<file path="src/rtl/blob_tracker.sv">
// Bright-blob tracker: per-frame white-pixel count, bounding box and centroid (restoring divide).
// Define BLOB_TRACKER_OVERLAY_EN to add the oPixel/oValid box-overlay video outputs.
module blob_tracker #(
  parameter int H_ACTIVE  = 640,
  parameter int V_ACTIVE  = 480,
  parameter int MIN_COUNT = 64
) (
  input  logic        iClk,
  input  logic        iRst_n,
  input  logic [7:0]  iPixel,
  input  logic        iValid,
  input  logic [15:0] iX_Cont,
  input  logic [15:0] iY_Cont,
  output logic [15:0] oX_Min,
  output logic [15:0] oX_Max,
  output logic [15:0] oY_Min,
  output logic [15:0] oY_Max,
  output logic [15:0] oCent_X,
  output logic [15:0] oCent_Y,
  output logic [19:0] oCount,
  output logic        oFound,
  output logic        oFrame_Done
`ifdef BLOB_TRACKER_OVERLAY_EN
  ,
  output logic [7:0]  oPixel,
  output logic        oValid
`endif
);
  localparam logic [15:0] H_LIM     = 16'(H_ACTIVE);
  localparam logic [15:0] V_LIM     = 16'(V_ACTIVE);
  localparam logic [15:0] H_LAST    = 16'(H_ACTIVE - 1);
  localparam logic [15:0] V_LAST    = 16'(V_ACTIVE - 1);
  localparam logic [19:0] MIN_CNT   = 20'(MIN_COUNT);
  localparam logic [4:0]  LAST_STEP = 5'd27;

  typedef enum logic [2:0] {IDLE, SNAP, DIV_X, DIV_Y, PUBLISH} state_t;
  state_t state_q;

  logic pix_active, frame_start, frame_end, white;
  assign pix_active  = iValid && (iX_Cont < H_LIM) && (iY_Cont < V_LIM);
  assign frame_start = pix_active && (iX_Cont == 16'd0) && (iY_Cont == 16'd0);
  assign frame_end   = pix_active && (iX_Cont == H_LAST) && (iY_Cont == V_LAST);
  assign white       = pix_active && iPixel[7];

  logic [19:0] cnt_q, cnt_d;
  logic [27:0] sx_q, sx_d, sy_q, sy_d;
  logic [15:0] xmin_q, xmin_d, xmax_q, xmax_d, ymin_q, ymin_d, ymax_q, ymax_d;

  // Frame start clears first, so the (0,0) pixel itself is still counted.
  always_comb begin
    cnt_d  = cnt_q;
    sx_d   = sx_q;
    sy_d   = sy_q;
    xmin_d = xmin_q;
    xmax_d = xmax_q;
    ymin_d = ymin_q;
    ymax_d = ymax_q;
    if (frame_start) begin
      cnt_d  = '0;
      sx_d   = '0;
      sy_d   = '0;
      xmin_d = 16'hFFFF;
      ymin_d = 16'hFFFF;
      xmax_d = '0;
      ymax_d = '0;
    end
    if (white) begin
      cnt_d = cnt_d + 20'd1;
      sx_d  = sx_d + {12'd0, iX_Cont};
      sy_d  = sy_d + {12'd0, iY_Cont};
      if (iX_Cont < xmin_d) xmin_d = iX_Cont;
      if (iX_Cont > xmax_d) xmax_d = iX_Cont;
      if (iY_Cont < ymin_d) ymin_d = iY_Cont;
      if (iY_Cont > ymax_d) ymax_d = iY_Cont;
    end
  end

  always_ff @(posedge iClk or negedge iRst_n) begin
    if (!iRst_n) begin
      cnt_q  <= '0;
      sx_q   <= '0;
      sy_q   <= '0;
      xmin_q <= 16'hFFFF;
      ymin_q <= 16'hFFFF;
      xmax_q <= '0;
      ymax_q <= '0;
    end else begin
      cnt_q  <= cnt_d;
      sx_q   <= sx_d;
      sy_q   <= sy_d;
      xmin_q <= xmin_d;
      xmax_q <= xmax_d;
      ymin_q <= ymin_d;
      ymax_q <= ymax_d;
    end
  end

  // Restoring divider: dq_q shifts the dividend out and the quotient in.
  logic [19:0] snap_cnt_q, rem_q, rem_nx, diff;
  logic [27:0] snap_sy_q, dq_q, dq_nx;
  logic [15:0] snap_xmin_q, snap_xmax_q, snap_ymin_q, snap_ymax_q, quot_x_q;
  logic [4:0]  step_q;
  logic [20:0] rem_sh;
  logic        q_bit;

  assign rem_sh = {rem_q, dq_q[27]};
  assign q_bit  = rem_sh >= {1'b0, snap_cnt_q};
  assign diff   = rem_sh[19:0] - snap_cnt_q;
  assign rem_nx = q_bit ? diff : rem_sh[19:0];
  assign dq_nx  = {dq_q[26:0], q_bit};

  logic [15:0] x_min_q, x_max_q, y_min_q, y_max_q, cent_x_q, cent_y_q;
  logic [19:0] count_q;
  logic        found_q, done_q;

  always_ff @(posedge iClk or negedge iRst_n) begin
    if (!iRst_n) begin
      state_q     <= IDLE;
      snap_cnt_q  <= '0;
      snap_sy_q   <= '0;
      snap_xmin_q <= '0;
      snap_xmax_q <= '0;
      snap_ymin_q <= '0;
      snap_ymax_q <= '0;
      dq_q        <= '0;
      rem_q       <= '0;
      step_q      <= '0;
      quot_x_q    <= '0;
      x_min_q     <= '0;
      x_max_q     <= '0;
      y_min_q     <= '0;
      y_max_q     <= '0;
      cent_x_q    <= '0;
      cent_y_q    <= '0;
      count_q     <= '0;
      found_q     <= 1'b0;
      done_q      <= 1'b0;
    end else begin
      done_q <= 1'b0;
      case (state_q)
        IDLE: if (frame_end) state_q <= SNAP;
        SNAP: begin
          snap_cnt_q  <= cnt_q;
          snap_sy_q   <= sy_q;
          snap_xmin_q <= xmin_q;
          snap_xmax_q <= xmax_q;
          snap_ymin_q <= ymin_q;
          snap_ymax_q <= ymax_q;
          dq_q        <= sx_q;
          rem_q       <= '0;
          step_q      <= '0;
          state_q     <= DIV_X;
        end
        DIV_X: begin
          dq_q   <= dq_nx;
          rem_q  <= rem_nx;
          step_q <= step_q + 5'd1;
          if (step_q == LAST_STEP) begin
            quot_x_q <= dq_nx[15:0];
            dq_q     <= snap_sy_q;
            rem_q    <= '0;
            step_q   <= '0;
            state_q  <= DIV_Y;
          end
        end
        DIV_Y: begin
          dq_q   <= dq_nx;
          rem_q  <= rem_nx;
          step_q <= step_q + 5'd1;
          if (step_q == LAST_STEP) state_q <= PUBLISH;
        end
        PUBLISH: begin
          done_q  <= 1'b1;
          count_q <= snap_cnt_q;
          // Too few pixels: geometry (and any divide-by-zero quotient) is discarded.
          if (snap_cnt_q >= MIN_CNT) begin
            found_q  <= 1'b1;
            x_min_q  <= snap_xmin_q;
            x_max_q  <= snap_xmax_q;
            y_min_q  <= snap_ymin_q;
            y_max_q  <= snap_ymax_q;
            cent_x_q <= quot_x_q;
            cent_y_q <= dq_q[15:0];
          end else begin
            found_q  <= 1'b0;
            x_min_q  <= '0;
            x_max_q  <= '0;
            y_min_q  <= '0;
            y_max_q  <= '0;
            cent_x_q <= '0;
            cent_y_q <= '0;
          end
          state_q <= IDLE;
        end
        default: state_q <= IDLE;
      endcase
    end
  end

  assign oX_Min      = x_min_q;
  assign oX_Max      = x_max_q;
  assign oY_Min      = y_min_q;
  assign oY_Max      = y_max_q;
  assign oCent_X     = cent_x_q;
  assign oCent_Y     = cent_y_q;
  assign oCount      = count_q;
  assign oFound      = found_q;
  assign oFrame_Done = done_q;

`ifdef BLOB_TRACKER_OVERLAY_EN
  logic       in_x, in_y, on_perim, ovl_val_q;
  logic [7:0] ovl_pix_q;
  assign in_x     = (iX_Cont >= x_min_q) && (iX_Cont <= x_max_q);
  assign in_y     = (iY_Cont >= y_min_q) && (iY_Cont <= y_max_q);
  assign on_perim = found_q && ((in_y && ((iX_Cont == x_min_q) || (iX_Cont == x_max_q))) ||
                                (in_x && ((iY_Cont == y_min_q) || (iY_Cont == y_max_q))));
  always_ff @(posedge iClk or negedge iRst_n) begin
    if (!iRst_n) begin
      ovl_pix_q <= '0;
      ovl_val_q <= 1'b0;
    end else begin
      ovl_pix_q <= on_perim ? 8'd128 : iPixel;
      ovl_val_q <= iValid;
    end
  end
  assign oPixel = ovl_pix_q;
  assign oValid = ovl_val_q;
`else
  logic pix_unused;
  assign pix_unused = ^iPixel[6:0];
`endif
endmodule

</file>
<file path="config.mk">
export PLATFORM = sky130hd
export DESIGN_NAME = blob_tracker
export DESIGN_NICKNAME = d
export VERILOG_FILES = /design/src/rtl/blob_tracker.sv
export SDC_FILE = /design/constraint.sdc
export NUM_CORES = 1
export LEC_CHECK = 0
export BUFFER_PORTS_ARGS = -buffer_cell sky130_fd_sc_hd__buf_4
export CORE_MARGIN = 2
export CORE_UTILIZATION = 25
export CTS_CLUSTER_DIAMETER = 150
export DETAILED_ROUTE_END_ITERATION = 12
export HOLD_SLACK_MARGIN = 0.06
export MAX_ROUTING_LAYER = met4
export PLACE_DENSITY = 0.4
export SLEW_MARGIN = 30
export SYNTH_ARGS = -nofsm -noshare
export SYNTH_HDL_FRONTEND = slang
export SYNTH_SLANG_ARGS = --single-unit
export TNS_END_PERCENT = 20
</file>
<file path="constraint.sdc">
create_clock -name iClk -period 8 [get_ports iClk]
set_clock_uncertainty 0.15 [all_clocks]
set_input_delay 1.6 -clock iClk [delete_from_list [all_inputs] [get_ports iClk]]
set_output_delay 1.6 -clock iClk [all_outputs]
set_load 0.005 [all_outputs]
</file>
==> results of run 1 <==
metrics by stage:
stage,setup slack (ps),instances,power [mW],hold WS [ps]
after floorplan,2616,2012,2.389,296.0
after global placement,1571,3228,2.508,307.9
after detailed placement,1593,3228,2.512,316.3
after CTS,2213,3327,5.017,328.6
after global routing,1876,3328,5.141,355.9
final,2186,3328,4.914,324.1
kinds of logic after synthesis:
logic type,share of synthesized area (%)
adder cells (fa/ha/maj),6.984
flip-flops,51.30
multiplexers,8.233
XOR/XNOR,2.793
buffers and inverters,2.891
AND/OR/NAND/NOR,12.78
AO/OA/AOI/OAI,15.02
routing by layer:
metal | vias up | track usage [%] | share of wire (%)
li1 | 7487 | - | -
met1 | 7708 | 18.71 | 46
met2 | 227 | 24.24 | 50
met3 | 75 | 1.830 | 2.9
met4 | 0 | 3.123 | 1.8
met5 | - | - | 0
layout by cell type (no fill, tap or decap), types with 14 or more instances in the layout:
master	n
and2_1	45
a22oi_1	27
o21ai_0	153
mux2_2	143
dfstp_2	32
o21a_1	18
nand4_1	29
a21o_1	24
nor2_1	135
a22o_1	98
nor3_1	18
dfrtp_1	410
a21oi_1	90
mux2i_1	16
nand3_1	43
clkbuf_16	54
inv_1	53
or3_1	15
o21ai_1	18
nor4_1	14
nand2_1	205
xor2_1	36
ha_1	116
xnor2_1	33
nor2b_1	20
buf_4	170
sequential cells by signal, indices dropped and copies added, names as in the netlist, 20 cells and up:
register and cells:
cnt_q 20, dq_q 28, oCount 20, rem_q 20
snap_cnt_q 20, snap_sy_q 28, sx_q 28, sy_q 28
power by group through the flow:
stage | registers, mW | clock network, mW | logic [mW]
final | 2.28 | 2.45 | 0.191
after floorplan | 2.31 | 0 | 0.0804
after detailed placement | 2.32 | 0 | 0.196
after global placement | 2.32 | 0 | 0.192
after CTS | 2.28 | 2.54 | 0.197
after global routing | 2.28 | 2.64 | 0.218
path summary, 6_finish.rpt:
path	slack [ps]	startpoint	end
setup / recovery	2190	iY_Cont[7]	sy_q[18]
hold / removal	320	dq_q[20]	dq_q[20]
setup reg to reg	4550	state_q[2]	snap_sy_q[12]
hold reg to reg	320	dq_q[20]	dq_q[20]
max in group asynchronous	5540	iRst_n	xmin_q[1]
min in group asynchronous	830	iRst_n	oY_Max[6]
layout make-up:
class	count	area (µm²)
inverter	53	198.9
timing repair buffer	174	1359
fill	8910	59560
multi-input combinational	1416	9985
clock buffer	75	1520
tap	1144	1431
sequential	442	11100
clock inverter	24	256.5
critical path, cell delays in order:
cell and delay [ps]:
buf_4 170, nor4_1 290, nand4_1 240, or4_4 880, buf_4 350, and2_1 210, ha_1 340, a21o_1 200
a21o_1 200, a21oi_1 200, a21oi_1 120, o31ai_1 750, a21boi_0 270, xnor2_1 190, nor2_1 60
synth_stat cells, types with 6 or more instances:
master	instances
a22o_1	98
and2_1	45
buf_2	17
nor2b_1	21
o21ai_1	18
nor3_1	19
nand3_1	43
nor4_1	14
nor2_1	136
a211oi_1	8
nand4_1	29
o31ai_1	9
xor2_1	36
o21a_1	18
inv_1	53
o211ai_1	6
xnor2_1	33
or3_1	15
mux2i_1	16
dfstp_2	32
ha_1	116
o21ai_0	153
nand2_1	206
and3_1	8
nand2b_1	8
a31oi_1	8
mux2_2	143
a21o_1	24
buf_1	15
a22oi_1	27
or4_1	7
clkbuf_1	65
a21oi_1	90
dfrtp_1	410
==> impl_summary.txt, run 1 <==
----------------------------------------------------
[Outcome]
  Run status ... finished, final reports clean

[Floorplanning]
  # rows ... 107
  Die boundary width ... 298.2 µm
  Effective utilization at floorplan ... 25.34%
  Top-Level Pins ... 161
  Die boundary height ... 298.2 µm
  Die area ... 88,930 µm²
  Floorplan Core Area ... 85,410 µm²

[STA]
  Top achievable clock speed ... 172.0 MHz
  Clock period minus worst slack ... 5814 ps
  Headroom to the max-slew limit ... 37.46%
  Post-Route Setup TNS ... 0 ps
  Unrepaired setup endpoints after global routing ... no
  Count of endpoints failing setup in the final report ... 0
  Crit share post-route ... 72.67%
  Final slew viol count ... 0
  Worst-Margin Slew ... 935.9 ps
  Final-report hold violation count ... 0

[Logic synthesis]
  Fraction of registers with async set/reset ... 100.0%
  Main area contributors after synthesis ... dfrtp_1 47%, mux2_2 7.4%, ha_1 6.7%, a22o_1 4.0%, dfstp_2 3.9%
  Mapped Nets ... 2,174
  Cell count after synthesis ... 2,012
  Count of warnings emitted by yosys ... 0
  Share of synthesized area occupied by flip-flops and latches ... 51.30%
  Library cell occupying the most area in the post-synthesis netlist ... dfrtp_1
  Post-synth cell types ... 73
  Number of enable flip-flop cells after synthesis ... 0
  Most used flip-flop cell after synthesis ... dfrtp_1
  Yosys top cell area share ... 47.41%
  Flops & latches, synth ... 442
  Syn avg cell area ... 10.76 µm²
  Netlist area before placement ... 21,640 µm²

[Setup path]
  CP Launch Type ... input pin
  Critical path class ... in2reg
  WP data required ... 8310 ps
  Worst r2r path cells ... 5
  Critical path endpoint category ... flop
  Worst Path Max Fanout ... 47
  Arrival time of the worst setup path ... 6120 ps

[Power]
  Net Sw Frac ... 23.05%
  Static power due to leakage ... 11.92 nW
  Net switching power ... 1.133 mW
  Sequential group share of total power ... 46.3%
  Total internal power ... 3.781 mW
  Relative contribution of the clock network to total power ... 49.8%
  Combinational group share of total power ... 3.9%
  Power per cell area ... 190.1 nW/µm²
  Worst vdd ir ... 0.1558 mV

[Global route]
  Via count of the first global-routing pass ... 16,200
  Overall fraction of global-route tracks in use ... 14.48%
  Largest net degree at the start of global routing ... 170
  Initial antenna violation count ... 0
  Total grt overflow ... 0
  Global-route wire length before repair ... 98,710 µm

[Route]
  Vias after detailed routing ... 15,500
  Count of nets left with antenna violations after detail routing ... 0
  Routed length per instance ... 18.76 µm
  Total detailed-routing wirelength ... 62,430 µm
  First-iteration detailed-routing DRC count ... 944
  Number of design rule violations left after detail routing ... 0
  Vias/cell ... 4.657
  First-pass DRT Iterations ... 5

[Clocking]
  TritonCTS sink count ... 442
  CTS Root Cell ... clkbuf_16
  Max H-tree Level ... 2
  Number of buffers created by CTS ... 54
  TritonCTS clock tree ... done
  Clock insertion delay at the later pin of the skew report ... 620 ps
  Post-CTS setup buffer count ... 0
  CTS Hold Buffers Added ... 0
  Count of cells resized by post-cts repair ... 0
  Maximum clock path buffer count ... 3
  Clock-pin slew on the worst setup and hold paths ... 60 ps

[Place]
  Detailed placement HPWL ... 42,830 µm
  Number of port buffers ... 153
  Final estimated routing congestion in global placement ... 0.8092
  Post-place instance area ... 24,040 µm²

[Flow run]
  MaxCap Viol Count ... 0

[Min path]
  Worst hold-check path type ... reg2reg
  Number of cells on the worst hold path ... 2

[Final layout]
  Count of nets after finishing ... 2,303
  Final instance area ... 25,850 µm²
  Final core utilization ... 30.27%
  Share of post-route cells with drive strength above 1 ... 21.43%
  # diodes ... 0
  Layout overhead on the synthesized area ... 19.46%

----------------------------------------------------
Note: power is estimated with default switching activity, not from simulation.
==> run 2, diff against run 1 <==
ABC_AREA = 1   (was unset)
clock period = 5.7 ns   (was 8 ns; I/O delays follow)
==> run 2 against run 1 <==
The flow now finishes with violations (DRC). Global-route usage grew 0.25 points. Clock-buffer cell count grew 3. Routed wire length grew 3.5%. Die area grew 3.2%. Critical path depth grew 7. Non-clock buffer count grew 2. Register-to-register slack lost 2200 ps. Largest cell class unchanged.
==> impl_summary.txt, run 2 <==
----------------------------------------------------
[Global route]
  Largest net degree at the start of global routing ... 117
  Global-route wire length before repair ... 103,600 µm
  Initial antenna violation count ... 1
  Overall fraction of global-route tracks in use ... 14.73%
  Via count of the first global-routing pass ... 18,500
  Total grt overflow ... 0

[Logic synthesis]
  Commonest cells in the synthesized netlist ... 615 x nand2_1, 410 x dfrtp_1, 392 x o21ai_0, 358 x inv_1, 231 x nor2_1
  Library cell occupying the most area in the post-synthesis netlist ... dfrtp_1
  Fraction of registers with async set/reset ... 100.0%
  Mapped Nets ... 2,864
  Post-synth cell types ... 53
  Syn avg cell area ... 8.268 µm²
  Most common cell in the netlist ... nand2_1
  Most used flip-flop cell after synthesis ... dfrtp_1
  Number of enable flip-flop cells after synthesis ... 0
  Count of warnings emitted by yosys ... 0
  Flops & latches, synth ... 442
  Main area contributors after synthesis ... dfrtp_1 46%, nand2_1 10%, o21ai_0 8.8%, ha_1 6.5%, inv_1 6.0%
  Cell count after synthesis ... 2,702
  Netlist area before placement ... 22,340 µm²
  Yosys top cell area share ... 45.93%
  Share of synthesized area occupied by flip-flops and latches ... 49.69%

[STA]
  Final worst slack ... 1084 ps
  Worst hold slack ... 280.4 ps
  Crit share post-route ... 80.99%
  Top achievable clock speed ... 216.6 MHz
  Final-report hold violation count ... 0
  Post-Route Setup TNS ... 0 ps
  Clock period minus worst slack ... 4616 ps
  Worst-Margin Slew ... 904.0 ps
  Unrepaired setup endpoints after global routing ... no
  Headroom to the max-slew limit ... 39.59%
  Count of endpoints failing setup in the final report ... 0
  Final slew viol count ... 0

[Final layout]
  Layout overhead on the synthesized area ... 19.24%
  Leading cell type in the layout, fill and taps excluded ... nand2_1
  Count of nets after finishing ... 2,991
  Final core utilization ... 30.10%
  Non-filler cells in the finished layout ... 4,039
  Leading cell types in the layout, fill and taps excluded ... 615 x nand2_1, 410 x dfrtp_1, 392 x o21ai_0
  Share of post-route cells with drive strength above 1 ... 11.49%

[Min path]
  Worst hold-check path type ... in2async

[Route]
  Total detailed-routing wirelength ... 64,640 µm
  Vias after detailed routing ... 17,910
  First-iteration detailed-routing DRC count ... 1,038
  Routed length per instance ... 16.00 µm
  Vias/cell ... 4.434
  First-pass DRT Iterations ... 11
  Number of design rule violations left after detail routing ... 10
  Count of nets left with antenna violations after detail routing ... 0

[Floorplanning]
  Floorplan Core Area ... 88,510 µm²
  Effective utilization at floorplan ... 25.24%
  Die boundary height ... 302.9 µm
  # rows ... 109
  Top-Level Pins ... 161
  Die boundary width ... 302.9 µm
  Die area ... 91,770 µm²

[Power]
  Static power due to leakage ... 13.18 nW
  Power per cell area ... 264.3 nW/µm²
  Worst vdd ir ... 0.1743 mV

[Place]
  Worst Setup Slack post-DPL ... 430.4 ps
  Detailed placement HPWL ... 45,090 µm
  Number of port buffers ... 153
  Dpl cells ... 3,936
  Final estimated routing congestion in global placement ... 0.8442

[Clocking]
  TritonCTS sink count ... 442
  CTS Hold Buffers Added ... 0
  TritonCTS clock tree ... done
  Clock-pin slew on the worst setup and hold paths ... 60 ps
  Post-CTS setup buffer count ... 0
  Clock insertion delay at the later pin of the skew report ... 610 ps
  Maximum clock path buffer count ... 3
  Count of cells resized by post-cts repair ... 0
  CTS Root Cell ... clkbuf_16
  Max H-tree Level ... 2
  Number of buffers created by CTS ... 55

[Setup path]
  Arrival time of the worst setup path ... 4940 ps
  Worst r2r path cells ... 7
  WP data required ... 6020 ps
  Critical path class ... in2reg
  Worst Path Max Fanout ... 22
  CP Launch Type ... input pin
  R2R Setup Slk ... 2360 ps
  Critical path endpoint category ... flop

[Outcome]
  Run status ... finished, violations left
  Violated checks ... DRC

[Flow run]
  MaxCap Viol Count ... 0

----------------------------------------------------
## run 2: cell count changes after synthesis, moves of 17 or more
cell / before / now
nor2_1: 136 / 231
o21ai_0: 153 / 392
nor2b_1: 21 / 0
nand2_1: 206 / 615
a22o_1: 98 / 0
clkbuf_1: 65 / 82
a21oi_1: 90 / 132
inv_1: 53 / 358
mux2_2: 143 / 2
a22oi_1: 27 / 0
nand3_1: 43 / 72
and2_1: 45 / 0
## run 2: cell families after synthesis
family,share of synthesized area [%]
AOI/OAI and AO/OA,13.94
xor gates and xnor gates,3.176
adders and majority gates,6.766
buffers and inverters,8.110
DFF,49.69
muxes,0.1008
and+or+nand+nor,18.22
## run 2: worst max-delay path: stages
cell,delay [ps]
buf_4,150
nor2_2,130
nand2_1,90
nor2_4,190
nand3_1,100
nor2_1,220
nand2_4,80
inv_2,360
buf_4,370
nor2_1,110
ha_1,380
a21oi_1,100
o21a_1,170
o21ai_1,200
nand3_1,120
nand2_1,150
nand4_1,90
o21ai_1,250
nand2_1,150
nor2_1,140
xor2_1,150
inv_1,50
## run 2: final cells by class
class                   count  area [µm²]
fillers                  9408       61870
clock inverters            23       285.3
well taps                1165        1458
diodes                      1       2.502
repair buffers            176        1398
inverters                 363        1366
clock buffers              78        1583
multi-input cells        1791        9447
flip-flops and latches    442       11100
## run 2: stage by stage
step / power, mW / instance area, µm²
floorplan: 3.324 / 22340
global route: 7.344 / 26640
CTS: 7.176 / 26610
finish: 7.040 / 26640
detailed placement: 3.486 / 24740
global placement: 3.481 / 24730
## run 2: layer usage
layer | wire length [µm] | part of all wire (%) | track usage (%) | vias to the layer above
li1 | - | - | - | 8984
met1 | 29530 | 46 | 18.65 | 8566
met2 | 30650 | 47 | 24.11 | 266
met3 | 2434 | 3.8 | 2.091 | 92
met4 | 2031 | 3.1 | 4.996 | 0
met5 | 0 | 0 | - | -
## run 2: final timing paths
kind	start	end
worst min register to register	oCount[0]	oCount[0]
max in group asynchronous	iRst_n	oY_Min[0]
worst max-delay path	iY_Cont[10]	sx_q[25]
worst min-delay path	iRst_n	oCount[14]
min in group iClk	oCount[0]	oCount[0]
worst max register to register	state_q[1]	dq_q[16]
## run 2: report_power, final
part	switching (mW)	internal [mW]	leakage [nW]
logic	0.193	0.0901	6.71
registers	0.000398	3.14	5.56
clock network	1.42	2.20	0.911
==> run 3, diff against run 2 <==
PLACE_DENSITY = 0.41   (was 0.4)
clock period = 3.76 ns   (was 5.7 ns; I/O delays follow)
==> run 3 against run 2 <==
Sequential power up 52%. Cell count grew 5.0%. The run still ends with DRC left. Sequential share of layout area is 2.7 points lower. Largest cell class unchanged. Global-route usage rose by 0.31 points. Critical path depth is 3 lower. Core utilization grew 2.1 points. First-iteration DRC count down 12%. Critical path type unchanged. Design area increased by 6.9%. Clock-buffer cell count decreased by 7.
==> impl_summary.txt, run 3 (synthesis gave the netlist of run 2 again) <==
----------------------------------------------------
[Global route]
  Overall fraction of global-route tracks in use ... 15.04%
  Global-route wire length before repair ... 106,200 µm
  Total grt overflow ... 0
  Via count of the first global-routing pass ... 19,020
  Largest net degree at the start of global routing ... 122
  Initial antenna violation count ... 1

[Setup path]
  Arrival time of the worst setup path ... 3840 ps
  Worst Path Max Fanout ... 12
  CP Launch Type ... input pin
  Worst r2r path cells ... 9
  WP data required ... 4090 ps
  Critical path class ... in2reg
  Critical path endpoint category ... flop

[Clocking]
  TritonCTS sink count ... 442
  Maximum clock path buffer count ... 3
  Clock insertion delay at the later pin of the skew report ... 600 ps
  CTS Root Cell ... clkbuf_16
  Number of buffers created by CTS ... 53
  Clock-pin slew on the worst setup and hold paths ... 60 ps
  TritonCTS clock tree ... done
  Max H-tree Level ... 2

[Power]
  Power per cell area ... 386.8 nW/µm²
  Worst vdd ir ... 0.3043 mV
  Static power due to leakage ... 14.22 nW
  Pwr Total ... 11.01 mW

[STA]
  Final worst slack ... 248.2 ps
  Top achievable clock speed ... 284.8 MHz
  Clock period minus worst slack ... 3512 ps
  Final slew viol count ... 0
  Worst-Margin Slew ... 834.3 ps
  Count of endpoints failing setup in the final report ... 0
  Post-Route Setup TNS ... 0 ps
  Final-report hold violation count ... 0
  Unrepaired setup endpoints after global routing ... no
  Crit share post-route ... 93.40%
  Headroom to the max-slew limit ... 44.01%

[Final layout]
  Count of nets after finishing ... 3,193
  Leading cell type in the layout, fill and taps excluded ... nand2_1
  Layout overhead on the synthesized area ... 27.48%
  # diodes ... 0
  Leading cell types in the layout, fill and taps excluded ... 613 x nand2_1, 410 x dfrtp_1, 383 x o21ai_0
  Fill count ... 9,313
  Final instance area ... 28,480 µm²
  Share of post-route cells with drive strength above 1 ... 17.92%
  Non-filler cells in the finished layout ... 4,240

[Floorplanning]
  Die boundary height ... 302.9 µm
  Die area ... 91,770 µm²
  Top-Level Pins ... 161
  # rows ... 109
  Die boundary width ... 302.9 µm
  Effective utilization at floorplan ... 25.24%
  Floorplan Core Area ... 88,510 µm²

[Outcome]
  Violated checks ... DRC
  Run status ... finished, violations left

[Route]
  Total detailed-routing wirelength ... 66,460 µm
  Vias after detailed routing ... 18,710
  Vias/cell ... 4.412
  First-iteration detailed-routing DRC count ... 916
  Count of nets left with antenna violations after detail routing ... 0
  Routed length per instance ... 15.68 µm
  Number of design rule violations left after detail routing ... 3
  First-pass DRT Iterations ... 11

[Min path]
  Number of cells on the worst hold path ... 3
  Worst hold-check path type ... in2reg

[Place]
  Final estimated routing congestion in global placement ... 0.8356
  Number of port buffers ... 153
  Worst Setup Slack post-DPL ... -565.3 ps
  Post-place instance area ... 26,420 µm²
  Dpl cells ... 4,138
  Detailed placement HPWL ... 48,520 µm

[Flow run]
  MaxCap Viol Count ... 0

----------------------------------------------------
run 3: cell type report:
class	instances	area [µm²]	share of cell area, %
Multi-Input combinational cell	1791	9535	33.48
Clock inverter	28	429.2	1.507
Tap cell	1165	1458	5.118
Inverter	363	1370	4.811
Clock buffer	71	1516	5.325
Timing Repair Buffer	380	3070	10.78
Sequential cell	442	11100	38.98
run 3: routing by layer:
metal	wire length, µm	GRT usage (%)	up-vias
li1	-	-	9382
met1	30340	19.04	9011
met2	32600	25.30	229
met3	2003	2.034	84
met4	1521	3.812	0
met5	0	-	-
run 3: final timing paths:
path	slack, ps	endpoint	startpoint
max reg2reg	710	rem_q[11]	step_q[0]
min	320	ymax_q[2]	iY_Cont[2]
min reg2reg	330	snap_sy_q[27]	sy_q[27]
min in group asynchronous	640	oCount[11]	iRst_n
max	250	sx_q[16]	iY_Cont[10]
max in group asynchronous	1890	xmin_q[0]	iRst_n
run 3: metrics by stage:
step                util [%]  hold slack [ps]
floorplan                  -            303.0
global placement       29.85            318.7
detailed placement     29.85            320.1
CTS                    32.06            275.1
global route           32.18            306.6
finish                 32.18            315.8
run 3: report_power, final:
group	leakage [nW]	internal (mW)	total [mW]	switching, mW
clock network	0.933	3.53	5.70	2.17
registers	5.56	4.76	4.76	0.000629
logic	7.72	0.232	0.554	0.323
run 3: critical path, cell delays in order:
cell and delay (ps):
buf_4 120, nor2_2 160, nand2_1 120, nor2_4 160, buf_4 150, nand3_1 110, nor2_4 160, nand2_4 80
inv_6 120, buf_6 180, nor2_1 70, ha_1 360, a21oi_1 160, a21boi_0 320, o21ai_2 150, a21oi_1 300
nor2_1 100, buf_4 150, xnor2_1 120
run 3: what timing repair did:
item | in CTS | in global routing
setup endpoints to repair | 0 | 62
hold buffers | 1 | 0
setup buffers | 0 | 1
hold endpoints to repair | 21 | 0
gates resized for setup | 0 | 21
